$ cat src/rtl/product_accumulator.sv
// Frame accumulator: sums FRAME products into a saturating WA-bit total.
// Define PRODUCT_ACC_ASSERT_EN to add the shadow accumulator and assertions.
module product_accumulator #(
    parameter int WL    = 32,
    parameter int WA    = 40,
    parameter int FRAME = 4
) (
    input  logic          clk,
    input  logic          rst,
    input  logic          in_valid,
    input  logic [WL-1:0] in_data,
    output logic          in_ready,
    output logic          out_valid,
    output logic [WA-1:0] out_data,
    output logic          out_ovf,
    input  logic          out_ready,
    output logic          busy
);

    localparam int CW = (FRAME > 1) ? $clog2(FRAME) : 1;
    localparam logic [CW-1:0] LAST_CNT = CW'(FRAME - 1);
    localparam logic [WA-1:0] SAT_MAX = {WA{1'b1}};

    typedef enum logic [1:0] {
        IDLE = 2'd0,
        ACC  = 2'd1,
        HOLD = 2'd2
    } state_e;

    state_e        state_q, state_d;
    logic [WA-1:0] acc_q, acc_d;
    logic [CW-1:0] cnt_q, cnt_d;
    logic          ovf_q, ovf_d;
    logic          out_valid_q, out_valid_d;
    logic [WA-1:0] out_data_q, out_data_d;
    logic          out_ovf_q, out_ovf_d;

    logic          accept;
    logic          last;
    logic [WA:0]   sum;
    logic          add_ovf;
    logic [WA-1:0] sat_sum;

    assign in_ready  = (state_q != HOLD);
    assign out_valid = out_valid_q;
    assign out_data  = out_data_q;
    assign out_ovf   = out_ovf_q;
    assign busy      = (state_q != IDLE);

    assign accept  = in_valid && in_ready;
    assign last    = (cnt_q == LAST_CNT);
    assign sum     = {1'b0, acc_q} + {{(WA + 1 - WL){1'b0}}, in_data};
    assign add_ovf = sum[WA];
    assign sat_sum = add_ovf ? SAT_MAX : sum[WA-1:0];

    always_comb begin
        state_d     = state_q;
        acc_d       = acc_q;
        cnt_d       = cnt_q;
        ovf_d       = ovf_q;
        out_valid_d = out_valid_q;
        out_data_d  = out_data_q;
        out_ovf_d   = out_ovf_q;
        unique case (state_q)
            IDLE, ACC: begin
                if (accept) begin
                    acc_d = sat_sum;
                    ovf_d = ovf_q | add_ovf;
                    if (last) begin
                        out_data_d  = sat_sum;
                        out_ovf_d   = ovf_q | add_ovf;
                        out_valid_d = 1'b1;
                        state_d     = HOLD;
                    end else begin
                        cnt_d   = cnt_q + 1'b1;
                        state_d = ACC;
                    end
                end
            end
            HOLD: begin
                if (out_ready) begin
                    out_valid_d = 1'b0;
                    acc_d       = '0;
                    cnt_d       = '0;
                    ovf_d       = 1'b0;
                    state_d     = IDLE;
                end
            end
            default: state_d = IDLE;
        endcase
    end

    always_ff @(posedge clk or posedge rst) begin
        if (rst) begin
            state_q     <= IDLE;
            acc_q       <= '0;
            cnt_q       <= '0;
            ovf_q       <= 1'b0;
            out_valid_q <= 1'b0;
            out_data_q  <= '0;
            out_ovf_q   <= 1'b0;
        end else begin
            state_q     <= state_d;
            acc_q       <= acc_d;
            cnt_q       <= cnt_d;
            ovf_q       <= ovf_d;
            out_valid_q <= out_valid_d;
            out_data_q  <= out_data_d;
            out_ovf_q   <= out_ovf_d;
        end
    end

`ifdef PRODUCT_ACC_ASSERT_EN
    // Exact, non-saturating reference sum for the current frame.
    localparam int WS = WA + 8;
    localparam logic [WS-1:0] SH_MAX = {8'd0, SAT_MAX};

    logic [WS-1:0] shadow_q;

    always_ff @(posedge clk or posedge rst) begin
        if (rst) begin
            shadow_q <= '0;
        end else if (state_q == HOLD && out_ready) begin
            shadow_q <= '0;
        end else if (accept) begin
            shadow_q <= shadow_q + {{(WS - WL){1'b0}}, in_data};
        end
    end

    a_acc_sat: assert property (@(posedge clk) disable iff (rst)
        acc_q == ((shadow_q > SH_MAX) ? SAT_MAX : shadow_q[WA-1:0]));

    a_ovf: assert property (@(posedge clk) disable iff (rst)
        ovf_q == (shadow_q > SH_MAX));

    a_hold: assert property (@(posedge clk) disable iff (rst)
        (out_valid && !out_ready) |=>
        (out_valid && $stable(out_data) && $stable(out_ovf)));

    a_cnt: assert property (@(posedge clk) disable iff (rst)
        int'(cnt_q) < FRAME);

    a_ready: assert property (@(posedge clk) disable iff (rst)
        in_ready == !out_valid);
`endif

endmodule

$ cat config.mk
export PLATFORM = sky130hd
export DESIGN_NAME = product_accumulator
export DESIGN_NICKNAME = d
export VERILOG_FILES = /design/src/rtl/product_accumulator.sv
export SDC_FILE = /design/constraint.sdc
export NUM_CORES = 1
export LEC_CHECK = 0
export BUFFER_PORTS_ARGS = -buffer_cell sky130_fd_sc_hd__clkbuf_2
export CORE_UTILIZATION = 62
export DETAILED_ROUTE_END_ITERATION = 10
export GPL_TIMING_DRIVEN = 0
export PLACE_DENSITY = 0.86
export SLEW_MARGIN = 25
export SYNTH_ARGS = -nofsm -noshare
export SYNTH_HDL_FRONTEND = slang
export SYNTH_SLANG_ARGS = --single-unit
$ cat constraint.sdc
create_clock -name clk -period 5.7 [get_ports clk]
set_clock_uncertainty 0.05 [all_clocks]
set_input_delay 1.14 -clock clk [delete_from_list [all_inputs] [get_ports clk]]
set_output_delay 1.14 -clock clk [all_outputs]
set_load 0.005 [all_outputs]
==> Word-level counts from Yosys, hierarchy flattened <==
Index checks and enable logic that the tools add are counted.
{ "word_totals": {"register_bits": 87, "latch_bits": 0, "ramBits": 0, "mem_bits_ro": 0, "in_bits": 36, "out_inout_bits": 44, "word_cells": 45, "n_memories": 0} }
{ "classes": {"add_sub_neg": 2, "mul": 0, "div_mod_pow": 0, "magnitude_cmp": 0, "n_eq_ne": 8, "n_shift": 0, "muxes": 17, "bitwise": 1, "reduce_logical": 10} }
{ "ops": {"columns": ["operator", "n"], "rows": [
  ["$mux W40", 3],
  ["$pmux W40 S2", 1],
  ["$add A40 B32 Y41", 1],
  ["$mux W2", 5],
  ["$ne A2 B2 Y1 const B", 5],
  ["$pmux W2 S2", 2],
  ["$reduce_and A4 Y1", 2],
  ["$reduce_and A3 Y1", 2],
  ["$eq A2 B2 Y1 const B", 2],
  ["$mux W1", 4],
  ["$pmux W1 S2", 2],
  ["$reduce_bool A2 Y1", 2],
  ["$add A2 B1 Y2 const B", 1],
  ["$eq A2 B1 Y1 const B", 1],
  ["$logic_not A2 Y1", 1],
  ["$reduce_and A2 Y1", 1],
  ["$reduce_or A2 Y1", 1],
  ["$logic_and A1 B1 Y1", 1],
  ["$or A1 B1 Y1", 1]
]} }

==> Depth between registers and ports, before layout <==
Gate-level depths: netlist of the first run.
{ "depth": {"word_depth": 4, "ltp_mapped": 11} }

==> Worst setup path after synthesis of the first run <==
OpenSTA, ideal clock, no wires.
{ "synth_timing": {"path_type": "in2reg", "from": "input port in_data[0]", "to": "register acc_q[30]", "setup_ns": 0.137, "arrival_ns": 3.532, "setup_slack_ns": 1.981, "path_stages": 10, "path_buffers": 0, "path_cell_list": "ha_1 fa_1 a211oi_1 o211a_1 o211ai_1 a221oi_1 o21ai_0 a22oi_1 mux2i_1 o211ai_1"} }
{ "synth_via": {"elab_chain_cells": 4} }
{ "synth_lines": {"columns": ["element", "line_no", "rtl"], "rows": [
  ["from (decl)", "11", "input logic [WL-1:0] in_data,"],
  ["$add A40 B32 Y41", "52", "assign sum = {1'b0, acc_q} + {{(WA + 1 - WL){1'b0}}, in_data};"],
  ["$mux W40", "54", "assign sat_sum = add_ovf ? SAT_MAX : sum[WA-1:0];"],
  ["$mux W40", "66", "if (accept) begin"],
  ["$pmux W40 S2", "64", "unique case (state_q)"],
  ["to (signal assigned)", "96", "acc_q <= '0;"],
  ["to (signal assigned)", "104", "acc_q <= acc_d;"],
  ["to (decl)", "31", "logic [WA-1:0] acc_q, acc_d;"]
]} }
Every way passes these cells. The select of a mux whose other input is x is not followed.
A chain may end at the register's enable or synchronous reset.

==> Worst setup path after layout of the first run <==
Ends and elaborated chain as after synthesis.

==> implementation parameters, run 1 <==
Parameter                              Value

Outcome
  Outcome ... finished clean

Placement
  Gp weighted congestion ... 0.9699
  Placed insts ... 822
  Buffers on Ports ... 79
  Final HPWL DP ... 11.15 mm

Setup path
  Required arrival time at the worst endpoint ... 5.88 ns
  Data arrival time of the critical path ... 4.32 ns
  Critical path fanouts, max ... 4
  Critical path, cell by cell ... clkbuf_2 -> ha_1 -> fa_1 -> a211oi_1 -> o211a_1 -> o211ai_1 -> a221oi_1 -> o21ai_0 -> a22oi_1 -> mux2i_1 -> o211ai_1
  R2r worst-path depth ... 10
  Critical-path top delay cell ... sky130_fd_sc_hd__a221oi_1
  Most used cell along the critical path ... sky130_fd_sc_hd__o211ai_1
  Number of buffer and inverter instances along the worst setup path ... 1
  Cell family with the largest share of critical-path delay ... compound AO/OA/AOI/OAI gates
  Kind of launch point of the worst setup path ... primary input
  Crit Path Category ... primary input to register
  Crit end category ... register
  Crit. path cell count ... 11
  Maximum cell stage delay along the critical path ... 0.57 ns

Timing
  Actual slew at the worst max-slew pin ... 0.7692 ns
  Final hold viol count ... 0
  Max-slew headroom at the worst pin ... 48.53%
  Max Freq ... 241.5 MHz
  Setup repair after global routing missed its margin ... no
  Final number of setup-violating endpoints ... 0
  Setup total negative slack ... 0 ns
  Number of pins exceeding their max-slew limit in the final report ... 0
  Final worst path period need ... 4.141 ns
  Crit share post-route ... 72.66%

Logic synthesis
  Number of storage elements in the synthesis netlist ... 87
  Number of flops mapped to enable cells by yosys ... 0
  Synth Area in Simple Gates ... 19.57%
  Dominant combinational cell family by area after synthesis ... compound AO/OA/AOI/OAI gates
  Mux cell area share after synthesis ... 0.9244%
  Post-Synth Adder-Cell Area ... 7.996%
  Area fraction in compound gates after synthesis ... 23.36%
  Mean post-synth cell area ... 8.499 um2
  Syn Std Cell Area ... 5414 um2
  Most used flip-flop cell after synthesis ... sky130_fd_sc_hd__dfrtp_1
  Synthesized netlist cell count ... 637
  Number of unique standard cell types used by synthesis ... 60
  Yosys warnings ... 0
  Xor/xnor cell area share of the yosys netlist ... 4.530%
  Syn Nets ... 707
  Sequential share of the synthesized area ... 40.21%
  Share of synthesized flip-flops with an asynchronous set or reset ... 100.0%

Drt
  DR WL/cell ... 17.61 um
  Overall routed net length ... 14.76 mm
  First-pass DRT Iterations ... 5
  Drc violations ... 0
  Initial detailed-routing violation count ... 217
  Via-per-instance ratio ... 6.167
  Final ANT Viol Nets ... 0
  Number of vias after detailed routing ... 5168

Clocking
  Clock tree root buffer cell ... sky130_fd_sc_hd__clkbuf_8
  Clock tree from TritonCTS ... yes
  Count of clock tree sinks ... 87
  Post-cts sizing count ... 0
  H-tree Lvls ... 3
  Clock Path Buffers ... 2
  Number of hold buffers added after cts ... 0
  Clock input transition at the sequential cells of the worst setup and hold paths ... 0.10 ns
  CTS Buf Count ... 9
  Setup repair bufs after CTS ... 0
  Later-pin clock latency in the skew report ... 0.36 ns

Power and ir drop
  Sequential share of power ... 30.4%
  Internal Pwr Total ... 1.860 mW
  Total power after layout ... 3.504 mW
  Leakage dissipation ... 2.852 nW
  Comb power frac ... 57.5%
  Power density normalized to cell area ... 568.8 nW/um2
  Relative contribution of the clock network to total power ... 12.1%
  Sw Ratio ... 46.92%
  Net switching power of the design ... 1.644 mW
  VDD IR-drop max ... 0.0003086 V

Min path
  Count of cells along the worst hold path ... 2
  Hold WC Path Type ... register to register

GRT
  Number of global-route vias before repair ... 4930
  Maximum number of pins on one net before global-route repair ... 54
  Global-route wire length before repair ... 23.78 mm
  Global-route congestion overflow total ... 0
  Met1 Resource Use GR ... 44.80%
  Overall track demand over capacity in global routing ... 34.27%
  Most Used Layer, Global Route ... met2
  Met3 usage in global routing ... 5.263%
  Number of antenna violations at the first check in global routing ... 0
  GR met2 Demand/Resource ... 57.08%

Die
  CORE AREA ... 8341 um2
  Die outline width ... 95.45 um
  Initial standard-cell utilization of the core ... 64.91%
  Die span in y ... 95.45 um
  Die outline area ... 9110 um2
  Number of cell rows ... 33
  Ports ... 80

Run
  Number of max-capacitance violations reported ... 0

Finish
  Synthesis-to-layout area growth ... 13.80%
  Fill cell instance count of the final layout ... 671
  Fin nets ... 798
  Fraction of final layout cells sized beyond drive strength 1 ... 16.37%
  Ant. Diodes ... 0
  Non-filler cells, final ... 838
==> state kept, by name (all words and copies together) (netlist names) <==
register and cells:
cnt_q 2, acc_q 40, out_data 40, out_ovf 1
state_q 2, out_valid 1, ovf_q 1
==> logic make-up after synthesis <==
family,Yosys count
flops,87
xor+xnor,28
mux,5
compound gates,211
buf+inv,42
simple gates,230
fa+ha+maj,34
==> worst paths after layout <==
| check | start | end | slack [ns] |
|---|---|---|---|
| max | in_data[0] | acc_q[30] | 1.56 |
| min | out_data[7] | out_data[7] | 0.44 |
| max reg2reg | acc_q[0] | acc_q[30] | 2.03 |
| min reg2reg | out_data[7] | out_data[7] | 0.44 |
| max in group asynchronous | rst | acc_q[21] | 4.27 |
| min in group asynchronous | rst | acc_q[3] | 0.73 |
==> power groups by stage <==
stage | logic, mW | registers [mW] | clock network, mW
floorplan | 1.43 | 1.05 | 0
global placement | 1.91 | 1.06 | 0
detailed placement | 1.97 | 1.08 | 0
CTS | 1.99 | 1.06 | 0.425
global route | 2.26 | 1.10 | 0.450
finish | 2.01 | 1.07 | 0.423
==> Yosys cell counts, types with 4 or more instances <==
master | count | share of area, %
sky130_fd_sc_hd__a211oi_1 | 8 | 1.1
sky130_fd_sc_hd__a21o_1 | 8 | 1.1
sky130_fd_sc_hd__a21oi_1 | 62 | 5.7
sky130_fd_sc_hd__a31oi_1 | 9 | 1.0
sky130_fd_sc_hd__and2_1 | 4 | 0.46
sky130_fd_sc_hd__and3_1 | 4 | 0.46
sky130_fd_sc_hd__and4_1 | 4 | 0.65
sky130_fd_sc_hd__buf_2 | 6 | 0.55
sky130_fd_sc_hd__clkbuf_1 | 25 | 1.7
sky130_fd_sc_hd__dfrtp_1 | 87 | 40
sky130_fd_sc_hd__ha_1 | 33 | 7.6
sky130_fd_sc_hd__inv_1 | 7 | 0.49
sky130_fd_sc_hd__mux2i_1 | 5 | 0.92
sky130_fd_sc_hd__nand2_1 | 94 | 6.5
sky130_fd_sc_hd__nand2b_1 | 4 | 0.46
sky130_fd_sc_hd__nand3_1 | 11 | 1.0
sky130_fd_sc_hd__nand4_1 | 5 | 0.58
sky130_fd_sc_hd__nor2_1 | 71 | 4.9
sky130_fd_sc_hd__nor3_1 | 11 | 1.0
sky130_fd_sc_hd__o211ai_1 | 6 | 0.83
sky130_fd_sc_hd__o21a_1 | 9 | 1.2
sky130_fd_sc_hd__o21ai_0 | 76 | 7.0
sky130_fd_sc_hd__o21bai_1 | 5 | 0.69
sky130_fd_sc_hd__o31ai_1 | 4 | 0.55
sky130_fd_sc_hd__xnor2_1 | 13 | 2.1
sky130_fd_sc_hd__xor2_1 | 15 | 2.4
==> stage by stage <==
| step | utilization [%] | setup slack [ns] | cell area, um2 | hold slack, ns |
|---|---|---|---|---|
| floorplan | - | 1.981 | 5414 | 0.4026 |
| global placement | 71.23 | 1.271 | 5941 | 0.4137 |
| detailed placement | 71.59 | 1.277 | 5971 | 0.4187 |
| CTS | 73.87 | 1.638 | 6161 | 0.4410 |
| global route | 73.87 | 1.340 | 6161 | 0.4771 |
| finish | 73.87 | 1.559 | 6161 | 0.4367 |
==> worst register-to-register path, delay by kind of cell (launching register included) <==
family | cells | cell delay [ns]
compound gates | 7 | 2.18
fa+ha+maj | 2 | 0.65
flops | 1 | 0.40
mux | 1 | 0.25
==> placed cells by master, fill, tap and decap left out, types with 5 or more instances in the layout <==
cell type	n
sky130_fd_sc_hd__o21a_1	9
sky130_fd_sc_hd__clkbuf_2	79
sky130_fd_sc_hd__a211oi_1	8
sky130_fd_sc_hd__nor2_1	71
sky130_fd_sc_hd__xnor2_1	13
sky130_fd_sc_hd__o21bai_1	5
sky130_fd_sc_hd__ha_1	33
sky130_fd_sc_hd__mux2i_1	5
sky130_fd_sc_hd__clkbuf_8	10
sky130_fd_sc_hd__buf_2	6
sky130_fd_sc_hd__o21ai_0	76
sky130_fd_sc_hd__a31oi_1	9
sky130_fd_sc_hd__nand2_1	94
sky130_fd_sc_hd__o211ai_1	6
sky130_fd_sc_hd__dfrtp_1	87
sky130_fd_sc_hd__xor2_1	15
sky130_fd_sc_hd__nand4_1	5
sky130_fd_sc_hd__inv_1	6
sky130_fd_sc_hd__a21o_1	8
sky130_fd_sc_hd__clkbuf_1	25
sky130_fd_sc_hd__a21oi_1	62
sky130_fd_sc_hd__nand3_1	11
sky130_fd_sc_hd__nor3_1	11
==> cell type report <==
class / count / area [um2] / share of cell area [%]
inverter: 7 / 28.78 / 0.4671
clock buffer: 10 / 137.6 / 2.234
timing repair buffer: 80 / 422.9 / 6.864
sequential: 87 / 2177 / 35.34
clock inverter: 6 / 52.55 / 0.8530
multi-input combinational: 508 / 3053 / 49.55
tap: 105 / 131.4 / 2.132
buffer: 35 / 157.7 / 2.559
==> routing by layer <==
| layer | routed length [um] | part of all wire (%) | up-vias |
|---|---|---|---|
| li1 | - | - | 2463 |
| met1 | 6699 | 45 | 2495 |
| met2 | 6956 | 47 | 182 |
| met3 | 800 | 5.4 | 28 |
| met4 | 300 | 2.0 | 0 |
| met5 | 0 | 0 | - |
Note: power is estimated with default switching activity, not from simulation.
==> inputs of run 2 (changes only) <==
--- a/config.mk
+++ b/config.mk
@@ -6,10 +6,10 @@
 export NUM_CORES = 1
 export LEC_CHECK = 0
 export BUFFER_PORTS_ARGS = -buffer_cell sky130_fd_sc_hd__clkbuf_2
-export CORE_UTILIZATION = 62
+export CORE_UTILIZATION = 58
 export DETAILED_ROUTE_END_ITERATION = 10
 export GPL_TIMING_DRIVEN = 0
-export PLACE_DENSITY = 0.86
+export PLACE_DENSITY = 0.81
 export SLEW_MARGIN = 25
 export SYNTH_ARGS = -nofsm -noshare
 export SYNTH_HDL_FRONTEND = slang
==> constraint.sdc (replaced) <==
create_clock -name clk -period 4 [get_ports clk]
set_clock_uncertainty 0.05 [all_clocks]
set_input_delay 0.8 -clock clk [delete_from_list [all_inputs] [get_ports clk]]
set_output_delay 0.8 -clock clk [all_outputs]
set_load 0.005 [all_outputs]
==> run 2 against run 1 <==
- non-clock buffer count stayed put
- utilization shrank 4.1 points
- cell area rose by 0.69%
- die area grew 6.8%
- power increased by 45%
- worst hold slack worse by 0.071 ns
- setup slack worse by 1.1 ns
- critical endpoint unchanged
- routed wire length rose by 0.23%
- sequential cell count stayed put
- final cell count is 0.36% higher
==> implementation parameters, run 2 (synthesis results as in run 1) <==
Parameter                              Value

Setup path
  R2r worst-path depth ... 10
  Required arrival time at the worst endpoint ... 4.18 ns
  FF-to-FF Start ... acc_q[0]
  Critical path fanouts, max ... 4
  Critical path, cell by cell ... clkbuf_2 -> ha_1 -> fa_1 -> a211oi_1 -> o211a_1 -> o211ai_1 -> a221oi_2 -> o21ai_0 -> a22oi_1 -> mux2i_1 -> o211ai_1
  Crit Path Category ... primary input to register
  Maximum cell stage delay along the critical path ... 0.44 ns
  Worst R2R End ... acc_q[30]
  Data arrival time of the critical path ... 3.75 ns
  Crit end category ... register
  Register-to-register setup slack ... 0.56 ns
  Kind of launch point of the worst setup path ... primary input
  Critical-path top delay cell ... sky130_fd_sc_hd__a221oi_2
  Most used cell along the critical path ... sky130_fd_sc_hd__o211ai_1

Power and ir drop
  Internal Pwr Total ... 2.774 mW
  Power density normalized to cell area ... 820.1 nW/um2
  Comb power frac ... 56.1%
  VDD IR-drop max ... 0.0003847 V
  Sw Ratio ... 45.46%
  Leakage dissipation ... 2.875 nW
  Net switching power of the design ... 2.313 mW
  Relative contribution of the clock network to total power ... 14.0%
  Sequential share of power ... 29.8%

Placement
  Gp weighted congestion ... 0.9045
  Buffers on Ports ... 79
  Setup slack at placement ... -0.09883 ns
  Final HPWL DP ... 11.14 mm

Finish
  Fin nets ... 798
  Synthesis-to-layout area growth ... 14.58%
  Finished Core Util ... 69.77%
  Ant. Diodes ... 0
  Most frequent standard cell in the layout excluding fill and tap cells ... sky130_fd_sc_hd__nand2_1
  Fraction of final layout cells sized beyond drive strength 1 ... 16.23%
  Commonest non-fill, non-tap cells in the layout ... sky130_fd_sc_hd__nand2_1 (94), sky130_fd_sc_hd__dfrtp_1 (87), sky130_fd_sc_hd__clkbuf_2 (79)

Min path
  Hold WC Path Type ... primary input to async pin

Clocking
  Clock input transition at the sequential cells of the worst setup and hold paths ... 0.10 ns
  Clock Path Buffers ... 2
  Number of hold buffers added after cts ... 0
  Clock tree root buffer cell ... sky130_fd_sc_hd__clkbuf_8
  Count of clock tree sinks ... 87
  Setup repair bufs after CTS ... 0
  Post-cts sizing count ... 0
  H-tree Lvls ... 3
  CTS Buf Count ... 9
  Later-pin clock latency in the skew report ... 0.37 ns
  Clock tree from TritonCTS ... yes

Drt
  Overall routed net length ... 14.79 mm
  Final ANT Viol Nets ... 0
  First-pass DRT Iterations ... 4
  Drc violations ... 0
  DR WL/cell ... 17.59 um
  Via-per-instance ratio ... 6.013
  Number of vias after detailed routing ... 5057
  Initial detailed-routing violation count ... 221

GRT
  Number of global-route vias before repair ... 4861
  Overall track demand over capacity in global routing ... 31.70%
  Number of antenna violations at the first check in global routing ... 0
  Global-route congestion overflow total ... 0
  Maximum number of pins on one net before global-route repair ... 57
  Global-route wire length before repair ... 24.34 mm

Die
  Die span in y ... 98.62 um
  Die outline width ... 98.62 um
  Number of cell rows ... 34
  Ports ... 80
  CORE AREA ... 8891 um2
  Initial standard-cell utilization of the core ... 60.89%
  Die outline area ... 9725 um2

Outcome
  Outcome ... finished clean

Timing
  Final hold viol count ... 0
  Max-slew headroom at the worst pin ... 46.43%
  Crit share post-route ... 89.20%
  Post-route worst setup slack ... 0.4321 ns
  Final worst path period need ... 3.568 ns
  Number of pins exceeding their max-slew limit in the final report ... 0
  Actual slew at the worst max-slew pin ... 0.8006 ns
  Final number of setup-violating endpoints ... 0
  Max Freq ... 280.3 MHz
  Setup repair after global routing missed its margin ... no

Run
  Number of max-capacitance violations reported ... 0
run 2: worst max-delay path by stage:
stage	start	endpoint	cells after the start
after detailed placement	in_data[0]	acc_q[30]	11
after global routing	in_data[0]	acc_q[30]	11
after floorplan	in_data[0]	acc_q[30]	10
after CTS	in_data[0]	acc_q[30]	11
after global placement	in_data[0]	acc_q[30]	11
final	in_data[0]	acc_q[30]	11
run 2: worst max-delay path, delay by kind of cell:
| family | cells | cell delay (ns) |
|---|---|---|
| fa+ha+maj | 2 | 0.65 |
| compound gates | 7 | 1.98 |
| mux | 1 | 0.23 |
| buf+inv | 1 | 0.08 |
run 2: routing by layer:
| metal | vias to the layer above | track usage [%] | wire length (um) |
|---|---|---|---|
| met4 | 0 | 7.463 | 165 |
| li1 | 2461 | - | - |
| met1 | 2428 | 44.24 | 6987 |
| met2 | 152 | 52.00 | 6885 |
| met5 | - | 0 | 0 |
| met3 | 16 | 5.248 | 752 |
run 2: through the flow:
stage	std cells	hold WS (ns)	area, um2	power, mW	TNS [ns]
after floorplan	637	0.4026	5414	3.522	0
after global placement	824	0.4116	5944	4.242	-2.339
after detailed placement	825	0.4203	5974	4.338	-0.1733
after CTS	841	0.3848	6197	5.048	0
after global routing	841	0.4035	6203	5.524	0
final	841	0.3657	6203	5.087	0
run 2: layout make-up:
type                    count  area, um2
plain buffers              35      157.7
clock buffers              12      145.1
clock inverters             4      77.57
fillers                   752       2688
inverters                   7      28.78
multi-input cells         508       3059
flip-flops and latches     87       2177
well taps                 108      135.1
repair buffers             80      422.9
run 2: power groups by stage:
stage               clock, mW  combinational, mW  sequential, mW
global placement            0               2.73            1.51
detailed placement          0               2.81            1.53
finish                  0.713               2.86            1.52
floorplan                   0               2.03            1.49
global route            0.744               3.22            1.56
CTS                     0.713               2.82            1.51
